[src/rtl/mc_ctrl_fsm.sv]
// rtl/mc_ctrl_fsm.sv - multicycle RV32I main control FSM with memory handshake, timeout trap and retire counter
module mc_ctrl_fsm #(
  parameter int TRAP_ON_ILLEGAL = 1,
  parameter int ALL_BRANCHES    = 1,
  parameter int MEM_TIMEOUT     = 255,
  parameter int CNT_W           = 32
) (
  input  logic             clk,
  input  logic             rst,
  input  logic [6:0]       opcode,
  input  logic [2:0]       funct3,
  input  logic             zero,
  input  logic             lt,
  input  logic             ltu,
  input  logic             mem_ready,
  output logic             mem_req,
  output logic             PCWrite,
  output logic             AdrSrc,
  output logic             MemWrite,
  output logic             IRWrite,
  output logic             RegWrite,
  output logic [1:0]       ResultSrc,
  output logic [1:0]       ALUSrcA,
  output logic [1:0]       ALUSrcB,
  output logic [1:0]       alu_op,
  output logic             trap,
  output logic [1:0]       trap_cause,
  output logic [3:0]       state_o,
  output logic             instr_retired,
  output logic [CNT_W-1:0] retire_count
);

  typedef enum logic [3:0] {
    S_FETCH     = 4'd0,  S_DECODE    = 4'd1,  S_EXEC_R    = 4'd2,  S_EXEC_I    = 4'd3,
    S_MEM_ADDR  = 4'd4,  S_MEM_READ  = 4'd5,  S_MEM_WRITE = 4'd6,  S_MEM_WB    = 4'd7,
    S_ALU_WB    = 4'd8,  S_JAL       = 4'd9,  S_JALR_ADDR = 4'd10, S_JALR_JUMP = 4'd11,
    S_BRANCH    = 4'd12, S_LUI       = 4'd13, S_AUIPC     = 4'd14, S_TRAP      = 4'd15
  } state_t;

  localparam int TW = (MEM_TIMEOUT > 0) ? $clog2(MEM_TIMEOUT + 1) : 1;
  localparam logic [TW-1:0] TMO_LIMIT = TW'(MEM_TIMEOUT);

  state_t        state, next_state;
  logic [TW-1:0] tmo_cnt;
  logic          mem_wait, tmo_hit, illegal, retire;
  logic          br_legal, br_taken;

  always_comb begin
    br_legal = 1'b1;
    br_taken = 1'b0;
    case (funct3)
      3'b000:  br_taken = zero;
      3'b001:  br_taken = !zero;
      3'b100:  br_taken = (ALL_BRANCHES != 0) && lt;
      3'b101:  br_taken = (ALL_BRANCHES != 0) && !lt;
      3'b110:  br_taken = (ALL_BRANCHES != 0) && ltu;
      3'b111:  br_taken = (ALL_BRANCHES != 0) && !ltu;
      default: br_legal = 1'b0;
    endcase
  end

  // The limit cycle itself still accepts mem_ready; only a miss on it traps.
  assign mem_wait = (state == S_FETCH) || (state == S_MEM_READ) || (state == S_MEM_WRITE);
  assign tmo_hit  = (MEM_TIMEOUT != 0) && mem_wait && !mem_ready && (tmo_cnt == TMO_LIMIT);

  always_comb begin
    next_state = state;
    illegal    = 1'b0;
    retire     = 1'b0;
    case (state)
      S_FETCH:     if (mem_ready) next_state = S_DECODE;
      S_DECODE: begin
        case (opcode)
          7'b0110011:             next_state = S_EXEC_R;
          7'b0010011:             next_state = S_EXEC_I;
          7'b0000011, 7'b0100011: next_state = S_MEM_ADDR;
          7'b1100011:             next_state = S_BRANCH;
          7'b1101111:             next_state = S_JAL;
          7'b1100111:             if (funct3 == 3'b000) next_state = S_JALR_ADDR;
                                  else illegal = 1'b1;
          7'b0110111:             next_state = S_LUI;
          7'b0010111:             next_state = S_AUIPC;
          default:                illegal = 1'b1;
        endcase
      end
      S_EXEC_R, S_EXEC_I, S_LUI, S_AUIPC, S_JAL, S_JALR_JUMP: next_state = S_ALU_WB;
      S_MEM_ADDR:  next_state = opcode[5] ? S_MEM_WRITE : S_MEM_READ;
      S_MEM_READ:  if (mem_ready) next_state = S_MEM_WB;
      S_MEM_WRITE: if (mem_ready) begin
        next_state = S_FETCH;
        retire     = 1'b1;
      end
      S_MEM_WB, S_ALU_WB: begin
        next_state = S_FETCH;
        retire     = 1'b1;
      end
      S_JALR_ADDR: next_state = S_JALR_JUMP;
      S_BRANCH: begin
        if (br_legal) begin
          next_state = S_FETCH;
          retire     = 1'b1;
        end else begin
          illegal = 1'b1;
        end
      end
      default:     next_state = S_TRAP;
    endcase
    if (tmo_hit) next_state = S_TRAP;
    if (illegal) next_state = (TRAP_ON_ILLEGAL != 0) ? S_TRAP : S_FETCH;
  end

  always_ff @(posedge clk or negedge rst) begin
    if (!rst) begin
      state        <= S_FETCH;
      tmo_cnt      <= '0;
      trap_cause   <= 2'b00;
      retire_count <= '0;
    end else begin
      state <= next_state;
      if (next_state != state)
        tmo_cnt <= '0;
      else if (mem_wait && !mem_ready && (MEM_TIMEOUT != 0))
        tmo_cnt <= tmo_cnt + TW'(1);
      if ((next_state == S_TRAP) && (state != S_TRAP))
        trap_cause <= tmo_hit ? 2'b10 : 2'b01;
      if (retire)
        retire_count <= retire_count + CNT_W'(1);
    end
  end

  always_comb begin
    mem_req   = 1'b0;
    PCWrite   = 1'b0;
    AdrSrc    = 1'b0;
    MemWrite  = 1'b0;
    IRWrite   = 1'b0;
    RegWrite  = 1'b0;
    ResultSrc = 2'b00;
    ALUSrcA   = 2'b00;
    ALUSrcB   = 2'b00;
    alu_op    = 2'b00;
    if (rst) begin
      case (state)
        S_FETCH: begin
          mem_req   = 1'b1;
          ALUSrcB   = 2'b10;
          ResultSrc = 2'b10;
          IRWrite   = mem_ready;
          PCWrite   = mem_ready;
        end
        S_DECODE: begin
          ALUSrcA = 2'b01;
          ALUSrcB = 2'b01;
        end
        S_EXEC_R: begin
          ALUSrcA = 2'b10;
          alu_op  = 2'b10;
        end
        S_EXEC_I: begin
          ALUSrcA = 2'b10;
          ALUSrcB = 2'b01;
          alu_op  = 2'b10;
        end
        S_LUI: begin
          ALUSrcB = 2'b01;
          alu_op  = 2'b10;
        end
        S_AUIPC: begin
          ALUSrcA = 2'b01;
          ALUSrcB = 2'b01;
          alu_op  = 2'b10;
        end
        S_MEM_ADDR, S_JALR_ADDR: begin
          ALUSrcA = 2'b10;
          ALUSrcB = 2'b01;
        end
        S_MEM_READ: begin
          mem_req = 1'b1;
          AdrSrc  = 1'b1;
        end
        S_MEM_WRITE: begin
          mem_req  = 1'b1;
          AdrSrc   = 1'b1;
          MemWrite = 1'b1;
        end
        S_MEM_WB: begin
          ResultSrc = 2'b01;
          RegWrite  = 1'b1;
        end
        S_ALU_WB:  RegWrite = 1'b1;
        S_JAL, S_JALR_JUMP: begin
          ALUSrcA = 2'b01;
          ALUSrcB = 2'b10;
          PCWrite = 1'b1;
        end
        S_BRANCH: begin
          ALUSrcA = 2'b10;
          alu_op  = 2'b01;
          PCWrite = br_taken;
        end
        default: ;
      endcase
    end
  end

  assign trap          = rst && (state == S_TRAP);
  assign state_o       = state;
  assign instr_retired = rst && retire;

endmodule

[config.mk]
export PLATFORM = sky130hd
export DESIGN_NAME = mc_ctrl_fsm
export DESIGN_NICKNAME = d
export VERILOG_FILES = /design/src/rtl/mc_ctrl_fsm.sv
export SDC_FILE = /design/constraint.sdc
export NUM_CORES = 1
export LEC_CHECK = 0
export CORE_MARGIN = 2
export CORE_UTILIZATION = 35
export CTS_CLUSTER_SIZE = 20
export DETAILED_ROUTE_END_ITERATION = 7
export PLACE_DENSITY = 0.63
export SLEW_MARGIN = 20
export SYNTH_ARGS = -nofsm -noshare
export SYNTH_HDL_FRONTEND = slang
export SYNTH_SLANG_ARGS = --single-unit
export TNS_END_PERCENT = 20
[constraint.sdc]
create_clock -name clk -period 3.9 [get_ports clk]
set_input_delay 1.17 -clock clk [delete_from_list [all_inputs] [get_ports clk]]
set_output_delay 1.17 -clock clk [all_outputs]
set_load 0.005 [all_outputs]
# == Word-level counts from Yosys, hierarchy flattened ==
# Index checks and enable logic that the tools add are counted.
# word_totals
elab_cells,108
register_bits,46
in_bits,16
output_inout_bits,54
# op_classes
n_mux,42
n_reduce_logical,27
n_addsub,2
n_eq_ne,33
# ops
cell,n
4-bit == test (second input constant),9
4-bit one-hot mux with 9 select lines,1
32-bit by 1-bit adder with 32-bit output (second input constant),1
4-bit one-hot mux with 8 select lines,1
4-bit two-way mux,7
7-bit by 6-bit == test with 1-bit output (second input constant),3
7-bit == test (second input constant),3
6-bit OR reduction,3
4-bit by 3-bit == test with 1-bit output (second input constant),4
1-bit two-way mux,16
8-bit two-way mux,2
2-bit one-hot mux with 2 select lines,4
7-bit by 5-bit == test with 1-bit output (second input constant),2
3-bit == test (second input constant),4
2-bit two-way mux,6
8-bit by 1-bit adder with 8-bit output (second input constant),1
4-bit by 2-bit == test with 1-bit output (second input constant),2
8-bit == test (second input constant),1
2-bit OR reduction,4
4-bit OR reduction,2
8-bit OR reduction,1
7-bit by 2-bit == test with 1-bit output (second input constant),1
1-bit one-hot mux with 3 select lines,2
1-bit one-hot mux with 6 select lines,1
other kinds (13),23

# == Longest topological paths before layout ==
# Gate-level depths: netlist of run 1.
# logic_depth
word_depth,9
depth_mapped,9
depth_no_buf,6

# == Worst setup path after synthesis of run 1 ==
# OpenSTA, ideal clock, no wires.
# synth_path
path_kind,input-to-output
startpoint,input mem_ready
endpoint,output instr_retired
path_stages,5
n_path_buf,2
required_ns,2.730
setup_slack_ns,0.787
arrival_ns,1.943
cell_sequence,buf_2 > nor2_1 > o32ai_2 > buf_4 > and2_1
# synth_between
elab_chain_len,3
# synth_rtl
element,line_no,text
start: declaration,15,"input logic mem_ready,"
1-bit two-way mux,89,S_MEM_WRITE: if (mem_ready) begin
1-bit one-hot mux with 3 select lines,70,case (state)
1-bit logical AND,208,assign instr_retired = rst && retire;
end: declaration,29,"output logic instr_retired,"
# No other way between the ends.

# == Worst setup path after layout of run 1 ==
# layout_path
startpoint,input funct3[1]
endpoint,output PCWrite
# layout_between
elab_chain_len,4
word_cells_on_any_way,9
classes_between,5 x eq/ne; 3 x mux; 1 x reduce/logical
# layout_rtl
element,line_no,text
start: declaration,11,"input logic [2:0] funct3,"
3-bit == test (tied with other cells),51,case (funct3)
1-bit one-hot mux with 6 select lines (*),51,
1-bit one-hot mux with 3 select lines (*),143,case (state)
1-bit two-way mux (*),142,if (rst) begin
end: declaration,17,"output logic PCWrite,"
# Every way passes the cells marked *; elsewhere a longest branch is shown, timed or not.

==> metrics.cfg, run 1 <==
[placement]
dpl-instance-area_um2=3672
gpl.final_weighted_congestion=0.8567
hpwl_um=5071
port-buffer-count=69
placed_cells_incl_taps=480

[logic_synthesis]
number_of_storage_elements_in_the_synthesis_netlist=46
synth_cell_area_um2=2839
synth-xor-area-share=0.1265
post_synth_fa_ha_maj_area_fraction=0.008814
syn_inst=312
synth_top_family_by_area=simple AND/OR/NAND/NOR gates
synth.yosys.warnings=0
synth_compound_gate_area_share=0.1379
synth_largest_area_cell=sky130_fd_sc_hd__dfrtp_1
yosys-mux-area-fraction=0.01102
synth_async_reset_ratio=1.000
synth_enable_flop_cells=0
synthesized_area_fraction_occupied_by_and_or_nand_nor_cells=0.2737
ys_top_cells_by_count=sky130_fd_sc_hd__dfrtp_1, sky130_fd_sc_hd__nand2_1, sky130_fd_sc_hd__xnor2_1
most_area_consuming_cells_after_synthesis=sky130_fd_sc_hd__dfrtp_1, sky130_fd_sc_hd__xnor2_1, sky130_fd_sc_hd__nand2_1
synthesis.nets=330
yosysMostFrequentCell=sky130_fd_sc_hd__dfrtp_1
synth_ff_type=sky130_fd_sc_hd__dfrtp_1
synth.yosys.seq_area_share=0.4055
synth.distinct_cells=65
postSynthAreaPerCell_um2=9.099
synth_top_area_share=0.4055

[global_route]
grt_first_pass_wirelength_um=11560
grt_max_degree=47
first_global_vias=2437
grt_remaining_overflow=0
grt_antenna_before_repair=0
grtUsageTotal=0.1607

[layout]
final_util=0.4833
nNetsFinal=403
share_of_layout_cells_above_drive_strength_1=0.1036
layout-area-overhead-vs-synth_pct=32.92
fin_area_um2=3774
final_cells=488
layout.filler_cells=751
antenna_cells=0

[clock_network]
h-tree-depth=2
cts_inserted_buffers=5
worstSkewPairLatency_ns=0.29
cts.sinks=46
cts_tree=built
clkTransAtPathRegs_ns=0.08
clockRootBuffer=sky130_fd_sc_hd__clkbuf_8
clock_path_buffers=2

[routing]
post_detailed_route_via_to_cell_ratio=5.152
drt-pass1-iter-count=6
antenna_left=0
wire_per_inst_um=13.91
number_of_design_rule_violations_left_after_detail_routing=0
drt_iter0_markers=177
postRouteWirelength_um=6790
routed_via_count=2514

[floorplanning]
core_um2=7807
die_area_um2=8848
fp.dieH_um=94.07
die_w_um=94.07
num_rows=32
num_io_pins=70
initial_standard_cell_utilization_of_the_core=0.3636

[sta]
report.final.slew_viol_count=0
rsz_0062_raised_after_global_routing=false
timing_worst_slew_pin_value_ns=0.7262
period_needed_ns=3.737
max_freq_mhz=267.6
max-slew-margin-rel=0.5158
timing_hold_violations_final=0
finalClockSkew_ns=0.004741
finalSetupViolCount=0
finalHoldWorstSlack_ns=0.4672
final.period_utilization=0.9582

[critical_path]
timing.critical_path.from_type=input port
worst-endpoint-arrival_ns=2.57
critical_path_peak_fanout=6
cp.required_ns=2.73
critPathCaptureType=output port
timing_worst_setup_path_type=input port to output port

[power_and_ir_drop]
leakagePower_nw=1.584
p_total_mw=1.874
worst_ir_drop_vdd_mv=0.2631
power_density_nw_per_um2=496.6

[outcome]
run_status=completed

[job]
max_cap_violations=0

[hold_path]
class_of_the_tightest_hold_or_removal_check=flop to flop

## worst paths after layout
path / depth (start not counted) / start / slack, ns / end
worst max-delay path: 6 / funct3[1] / 0.16 / PCWrite
worst min-delay path: 1 / retire_count[31]$_DFFE_PN0P_ / 0.47 / retire_count[31]$_DFFE_PN0P_
worst max register to register: 7 / state_o[2]$_DFF_PN0_ / 1.33 / retire_count[24]$_DFFE_PN0P_
worst min register to register: 1 / retire_count[31]$_DFFE_PN0P_ / 0.47 / retire_count[31]$_DFFE_PN0P_
max in group asynchronous: 2 / rst / 2.37 / retire_count[1]$_DFFE_PN0P_
min in group asynchronous: 2 / rst / 1.14 / state_o[2]$_DFF_PN0_
## logic make-up after synthesis
group | count (synthesis)
AOI/OAI and AO/OA | 52
xor gates and xnor gates | 41
adders and majority gates | 2
buffers and inverters | 24
DFF | 46
muxes | 3
and+or+nand+nor | 144
## what timing repair did
item | CTS | global route
endpoints found under the setup margin | 2 | 1
gates resized for setup | 3 | 2
hold buffers | 0 | 0
setup buffers | 0 | 0
pin swaps | 0 | 2
## critical path, stage by stage
cell	delay (ns)
sky130_fd_sc_hd__clkdlybuf4s50_1	0.44
sky130_fd_sc_hd__buf_4	0.18
sky130_fd_sc_hd__o32ai_2	0.27
sky130_fd_sc_hd__a21oi_1	0.07
sky130_fd_sc_hd__nor3b_1	0.19
sky130_fd_sc_hd__dlygate4sd2_1	0.25
## routing by layer
metal  share of wire  GRT usage  vias up
li1                -          -     1254
met1            0.48     0.2358     1215
met2            0.48     0.2452       40
met3           0.030    0.02889        5
met4          0.0099    0.03986        0
met5               0          0        -
## state kept, by name, indices dropped and copies added, names as in the netlist
register and flops:
tmo_cnt 8, retire_count 32, trap_cause 2, state_o 4
## final cells by class
class	count	area, um^2	share of cell area
clock buffers	7	86.33	0.02288
clock inverters	1	5.005	0.001326
flip-flops and latches	46	1151	0.3050
inverters	9	33.78	0.008952
repair buffers	81	775.7	0.2056
multi-input cells	242	1594	0.4224
well taps	102	127.6	0.03382
## through the flow
stage / setup TNS, ns / worst slack (ns)
after CTS: -0.1018 / -0.1018
after global placement: -0.2228 / -0.1432
after detailed placement: -0.2747 / -0.1885
after floorplan: 0 / 0.7869
after global routing: 0 / 0.05252
final: 0 / 0.1630
## cells in the final DEF (no fill, tap or decap), types with 9 or more instances in the layout
cell type,n
sky130_fd_sc_hd__nand3_1,14
sky130_fd_sc_hd__a21oi_1,9
sky130_fd_sc_hd__xor2_1,14
sky130_fd_sc_hd__nand2_1,37
sky130_fd_sc_hd__buf_4,12
sky130_fd_sc_hd__xnor2_1,27
sky130_fd_sc_hd__nor2_1,26
sky130_fd_sc_hd__o21ai_0,12
sky130_fd_sc_hd__nor3_1,13
sky130_fd_sc_hd__and3_1,9
sky130_fd_sc_hd__nand4_1,10
sky130_fd_sc_hd__dfrtp_1,46
sky130_fd_sc_hd__clkdlybuf4s50_1,65
## where the power goes
| group | total, mW | internal [mW] | switching [mW] |
|---|---|---|---|
| Clock | 0.293 | 0.143 | 0.150 |
| Combinational | 0.947 | 0.450 | 0.497 |
| Sequential | 0.634 | 0.528 | 0.106 |
| Total | 1.87 | 1.12 | 0.752 |
Note: power is estimated with default switching activity, not from simulation.
==> inputs of run 2 (changes only) <==
- GPL_TIMING_DRIVEN: unset -> 1
==> results of run 2 <==
The final DEF is identical to that of run 1; final timing and power are the same.
==> inputs of run 3 (changes only) <==
- CORE_ASPECT_RATIO: unset -> 1.2
==> run 3 against run 2 <==
Compared with the run above:
- wire length increased by 1.6%
- maximum frequency grew 0.73%
- clock skew shrank 0.00076 ns
- count of clock-buffer cells in the layout is the same
- power up 2.2%
- die area about the same
- register-to-register slack is essentially flat
- sequential power about the same
- largest cell class unchanged
==> metrics.cfg, run 3 (synthesis results as in run 1) <==
[sta]
timing_hold_violations_final=0
timing_worst_slew_pin_value_ns=0.6350
report.final.slew_viol_count=0
finalSetupTns_ns=0
period_needed_ns=3.710
final.period_utilization=0.9512
rsz_0062_raised_after_global_routing=false
finalSetupViolCount=0
max-slew-margin-rel=0.5766
max_freq_mhz=269.6
finalClockSkew_ns=0.003986

[critical_path]
timing.critical_path.cells=clkdlybuf4s50_1 -> mux2i_1 -> xnor2_1 -> a21oi_1 -> nor3b_1 -> dlygate4sd2_1
timing.critical_path.from_type=input port
timing_worst_setup_path_type=input port to output port
cp.required_ns=2.73
critical_path_peak_fanout=2
worst_path_largest_cell_delay_ns=0.49
slowest_library_cell_on_the_worst_path=sky130_fd_sc_hd__clkdlybuf4s50_1
worst-endpoint-arrival_ns=2.54
critPathCaptureType=output port

[power_and_ir_drop]
leakagePower_nw=1.574
power_density_nw_per_um2=508.8
worst_ir_drop_vdd_mv=0.2452

[floorplanning]
core_um2=8018
die_area_um2=8851
die_w_um=86.22
num_rows=36
fp.dieH_um=102.7
num_io_pins=70
initial_standard_cell_utilization_of_the_core=0.3541

[placement]
gpl.final_weighted_congestion=0.8617
port-buffer-count=69
hpwl_um=5292

[clock_network]
cts_inserted_buffers=5
post-cts-setup-buffers=0
ctsHoldBuffers=0
clock_path_buffers=2
clkTransAtPathRegs_ns=0.08
clockRootBuffer=sky130_fd_sc_hd__clkbuf_8
h-tree-depth=2
cts.sinks=46
cts_tree=built
worstSkewPairLatency_ns=0.29

[routing]
postRouteWirelength_um=6901
routed_via_count=2553
antenna_left=0
drt_iter0_markers=121
drt-pass1-iter-count=4
post_detailed_route_via_to_cell_ratio=5.308
number_of_design_rule_violations_left_after_detail_routing=0
wire_per_inst_um=14.35

[layout]
layout.filler_cells=785
largest_register_ffs=32
final_util=0.4697
layout-area-overhead-vs-synth_pct=32.66
leading_cell_types_in_the_layout_fill_and_taps_excluded=sky130_fd_sc_hd__clkdlybuf4s50_1, sky130_fd_sc_hd__dfrtp_1, sky130_fd_sc_hd__nand2_1
nNetsFinal=403
final_common_cell=sky130_fd_sc_hd__clkdlybuf4s50_1
top_register=retire_count
share_of_layout_cells_above_drive_strength_1=0.09585
antenna_cells=0

[global_route]
grt_first_pass_wirelength_um=11390
grtUsageTotal=0.1556
grt_remaining_overflow=0
grt_antenna_before_repair=0
grt_max_degree=47
first_global_vias=2504

[hold_path]
class_of_the_tightest_hold_or_removal_check=flop to flop

[job]
max_cap_violations=0

[outcome]
run_status=completed

==> run 3: cell count changes in the layout (fill, tap and decap cells not counted), sizes merged <==
cell	delta
dlymetal6s2s	-1
bufinv	+1
dlygate4sd2	+1
clkinv	-1
==> run 3: per-layer routing <==
layer	vias up	GRT usage	part of all wire
li1	1259	-	-
met5	-	0	0
met4	0	0.03846	0.0085
met3	6	0.01601	0.027
met1	1235	0.1962	0.45
met2	53	0.2856	0.52
==> run 3: stage by stage <==
step,instance area [um^2],std cells,worst slack (ns),hold slack [ns],total power [mW]
floorplan,2839,312,0.7869,0.4647,1.221
global placement,3664,473,-0.1446,0.4575,1.581
detailed placement,3664,473,-0.1457,0.4756,1.588
CTS,3766,481,0.1668,0.4866,1.933
global route,3766,481,0.09922,0.4954,2.053
finish,3766,481,0.1902,0.4773,1.916
==> run 3: worst max-delay path: cells and delay by family <==
family          cells  cell delay, ns
buf+inv             2            0.74
xor+xnor            1            0.13
mux                 1            0.22
simple gates        1            0.19
compound gates      1            0.08
==> run 3: layout make-up <==
type	count	area, um^2	area share
well taps	95	118.9	0.03156
clock buffers	7	76.32	0.02027
repair buffers	81	772.0	0.2050
inverters	9	33.78	0.008970
multi-input cells	242	1584	0.4206
clock inverters	1	30.03	0.007973
flip-flops and latches	46	1151	0.3056
==> run 3: report_power, final <==
part / switching (mW) / internal (mW) / leakage (nW) / total (mW)
Sequential: 0.103 / 0.528 / 0.621 / 0.631
Clock: 0.156 / 0.192 / 0.0524 / 0.348
Combinational: 0.498 / 0.440 / 0.900 / 0.937
Total: 0.756 / 1.16 / 1.57 / 1.92
==> run 3: final timing paths <==
path / to / from / cells after the start / slack [ns]
worst max-delay path: PCWrite / funct3[1] / 6 / 0.19
worst min-delay path: retire_count[31]$_DFFE_PN0P_ / retire_count[31]$_DFFE_PN0P_ / 1 / 0.48
worst max register to register: tmo_cnt[3]$_DFFE_PN0P_ / state_o[0]$_DFF_PN0_ / 7 / 1.34
worst min register to register: retire_count[31]$_DFFE_PN0P_ / retire_count[31]$_DFFE_PN0P_ / 1 / 0.48
max in group asynchronous: tmo_cnt[7]$_DFFE_PN0P_ / rst / 2 / 2.34
min in group asynchronous: retire_count[19]$_DFFE_PN0P_ / rst / 2 / 1.17
==> run 3: repair_timing <==
item,CTS,global route
hold endpoints to repair,0,0
endpoints found under the setup margin,2,0
resized for setup,3,0
==> RTL edit: new RTL, settings of run 2 <==
The parameter `MEM_TIMEOUT` goes from 255 to 510.
--- a/src/rtl/mc_ctrl_fsm.sv
+++ b/src/rtl/mc_ctrl_fsm.sv
@@ -3,5 +3,5 @@
   parameter int TRAP_ON_ILLEGAL = 1,
   parameter int ALL_BRANCHES    = 1,
-  parameter int MEM_TIMEOUT     = 255,
+  parameter int MEM_TIMEOUT     = 510,
   parameter int CNT_W           = 32
 ) (
Formal check against the unedited RTL: same outputs for any inputs over 10 cycles, from zero or initial values and one cycle with rst low; that may be too few to reach the edited logic, so the function may still have changed.
==> RTL edit against run 2 <==
- wire length up 4.0%
- synthesized area up 3.7%
- first-iteration DRC count down 44%
- core utilization down 0.49 points
- clock power up 22%
- design area up 3.6%
- total power up 2.4%
- sequential cell count up 1
- setup slack worse by 0.0034 ns
- synthesized cell count up 1.3%
- register-to-register slack worse by 0.24 ns
- critical endpoint is now instr_retired
- highest routed layer unchanged
==> RTL edit: results (changes against run 2) <==
outcome: "completed"
critPathMaxStageDelay_ns: 0.42  # -0.02 ns
synthDistinctLibCells: 63  # -3.1%
vias: 2548  # +1.4%
fin_nets: 413  # +2.5%
grt_pass1_wl_um: 11800  # +1.9%
drive_gt1_share_pct: 9.87  # -0.49 points
grt_max_degree: 37  # -21%
vdd_drop_max_mv: 0.247  # -6.2%
antennaDiodeCount: 0  # unchanged
first_pass_iters: 4  # -2
synth-async-reset-ratio_pct: 100  # unchanged
nFillCells: 790  # +5.2%
hp-start: "retire_count[22]$_DFFE_PN0P_"
post_drt_via_cell_ratio: 5.10  # -1.1%
r2r_start: "state_o[1]$_DFF_PN0_"
gp_congestion: 0.774  # -9.7%
io_buffers: 69  # unchanged
hold_class: "reg -> reg"
synth_area_leaders: "dfrtp_1, xnor2_1, xor2_1, nand3_1, nand2_1"
yosys-top-cells-count: "dfrtp_1, xnor2_1, nand2_1, nand3_1, nor2_1"
p_leak_nw: 1.60  # +1.2%
clock_skew_ns: 0.0137  # +0.00898 ns
dpl_worst_slack_ns: -0.169  # +0.0199 ns
relSlewSlack_pct: 50.1  # -1.5 points
cts-root-buf: "clkbuf_8"
startpoint: "mem_ready"
crit_fanout: 2  # -4
place_inst: 492  # +2.5%
worst_ep_arrival_time_ns: 2.57  # about the same
yosysWarnings: 0  # unchanged
grt_util_all_layers_pct: 16.1  # +0.058 points
syn_avg_cell_area_um2: 9.32  # +2.4%
hpwl_um: 5360  # +5.7%
synth_ff_type: "dfrtp_1"
drtIter0Drc: 100  # -44%
ys_seq_area_share_pct: 39.9  # -0.60 points
mappedNetlistNets: 335  # +1.5%
slowest_stage: "clkdlybuf4s50_1"
routedWlPerCell_um: 14.1  # +1.5%
==> RTL edit: changes by cell type after synthesis, moves of 4 or more <==
| cell | before | now |
|---|---|---|
| nor2_1 | 26 | 19 |
| nor4_1 | 0 | 9 |
| nand3_1 | 14 | 22 |
| o21ai_0 | 12 | 6 |
| nand2_1 | 37 | 27 |
| nor3_1 | 13 | 17 |
| inv_1 | 8 | 12 |
| nand4_1 | 10 | 5 |
==> RTL edit: area by class of cell <==
type                            instances  area [µm²]  share of cell area [%]
Clock buffer                            5        68.8                    1.76
Timing Repair Buffer                   84         792                    20.2
Clock inverter                          3        43.8                    1.12
Tap cell                              105         131                    3.36
Inverter                               12        45.0                    1.15
Multi-Input combinational cell        244        1650                    42.3
Sequential cell                        47        1180                    30.1
==> RTL edit: metrics by stage <==
step                util, %  cell area (µm²)
floorplan                 -             2940
global placement       46.5             3800
detailed placement     46.5             3800
CTS                    47.9             3920
global route           47.8             3910
finish                 47.8             3910
==> RTL edit: path summary, 6_finish.rpt <==
check                                               endpoint  slack [ns]  depth (start not counted)
worst max-delay path                           instr_retired        0.16                          5
worst min-delay path            retire_count[22]$_DFFE_PN0P_        0.48                          1
worst max register to register        tmo_cnt[0]$_DFFE_PN0P_        1.09                          7
worst min register to register  retire_count[22]$_DFFE_PN0P_        0.48                          1
max in group asynchronous             tmo_cnt[6]$_DFFE_PN0P_        2.27                          3
min in group asynchronous        retire_count[2]$_DFFE_PN0P_        0.93                          2
==> RTL edit: repair_timing <==
item / CTS / global route
setup endpoints to repair: 2 / 1
setup buffers: 0 / 0
pin swaps: 0 / 1
gates resized for setup: 2 / 2
hold endpoints to repair: 0 / 0
==> RTL edit: worst reg2reg max path: stages (launching register included) <==
cell,delay (ns)
dfrtp_1,0.62
buf_4,0.31
nor4b_1,0.47
nand3b_1,0.21
a221oi_1,0.42
nor4_4,0.10
xnor2_2,0.42
nor4_1,0.12
==> RTL edit: cell families after synthesis <==
family / Yosys count / share of synthesized area (%)
AOI/OAI and AO/OA: 40 / 10.0
xor gates and xnor gates: 45 / 13.9
muxes: 2 / 0.680
DFF: 47 / 39.9
and+or+nand+nor: 154 / 30.3
adders and majority gates: 3 / 1.28
buffers and inverters: 25 / 3.87
==> RTL edit: power breakdown <==
group	total, mW	internal [mW]	switching [mW]
clock network	0.358	0.191	0.167
registers	0.647	0.534	0.113
logic	0.915	0.449	0.465
==> RTL edit: per-layer routing <==
layer / vias up / routed length, µm / track usage (%) / share of wire [%]
met2: 40 / 3370 / 26.5 / 48
met1: 1217 / 3380 / 22.3 / 48
li1: 1284 / - / - / -
met5: - / 0 / 0 / 0
met4: 0 / 72 / 3.93 / 1.0
met3: 7 / 236 / 2.58 / 3.3
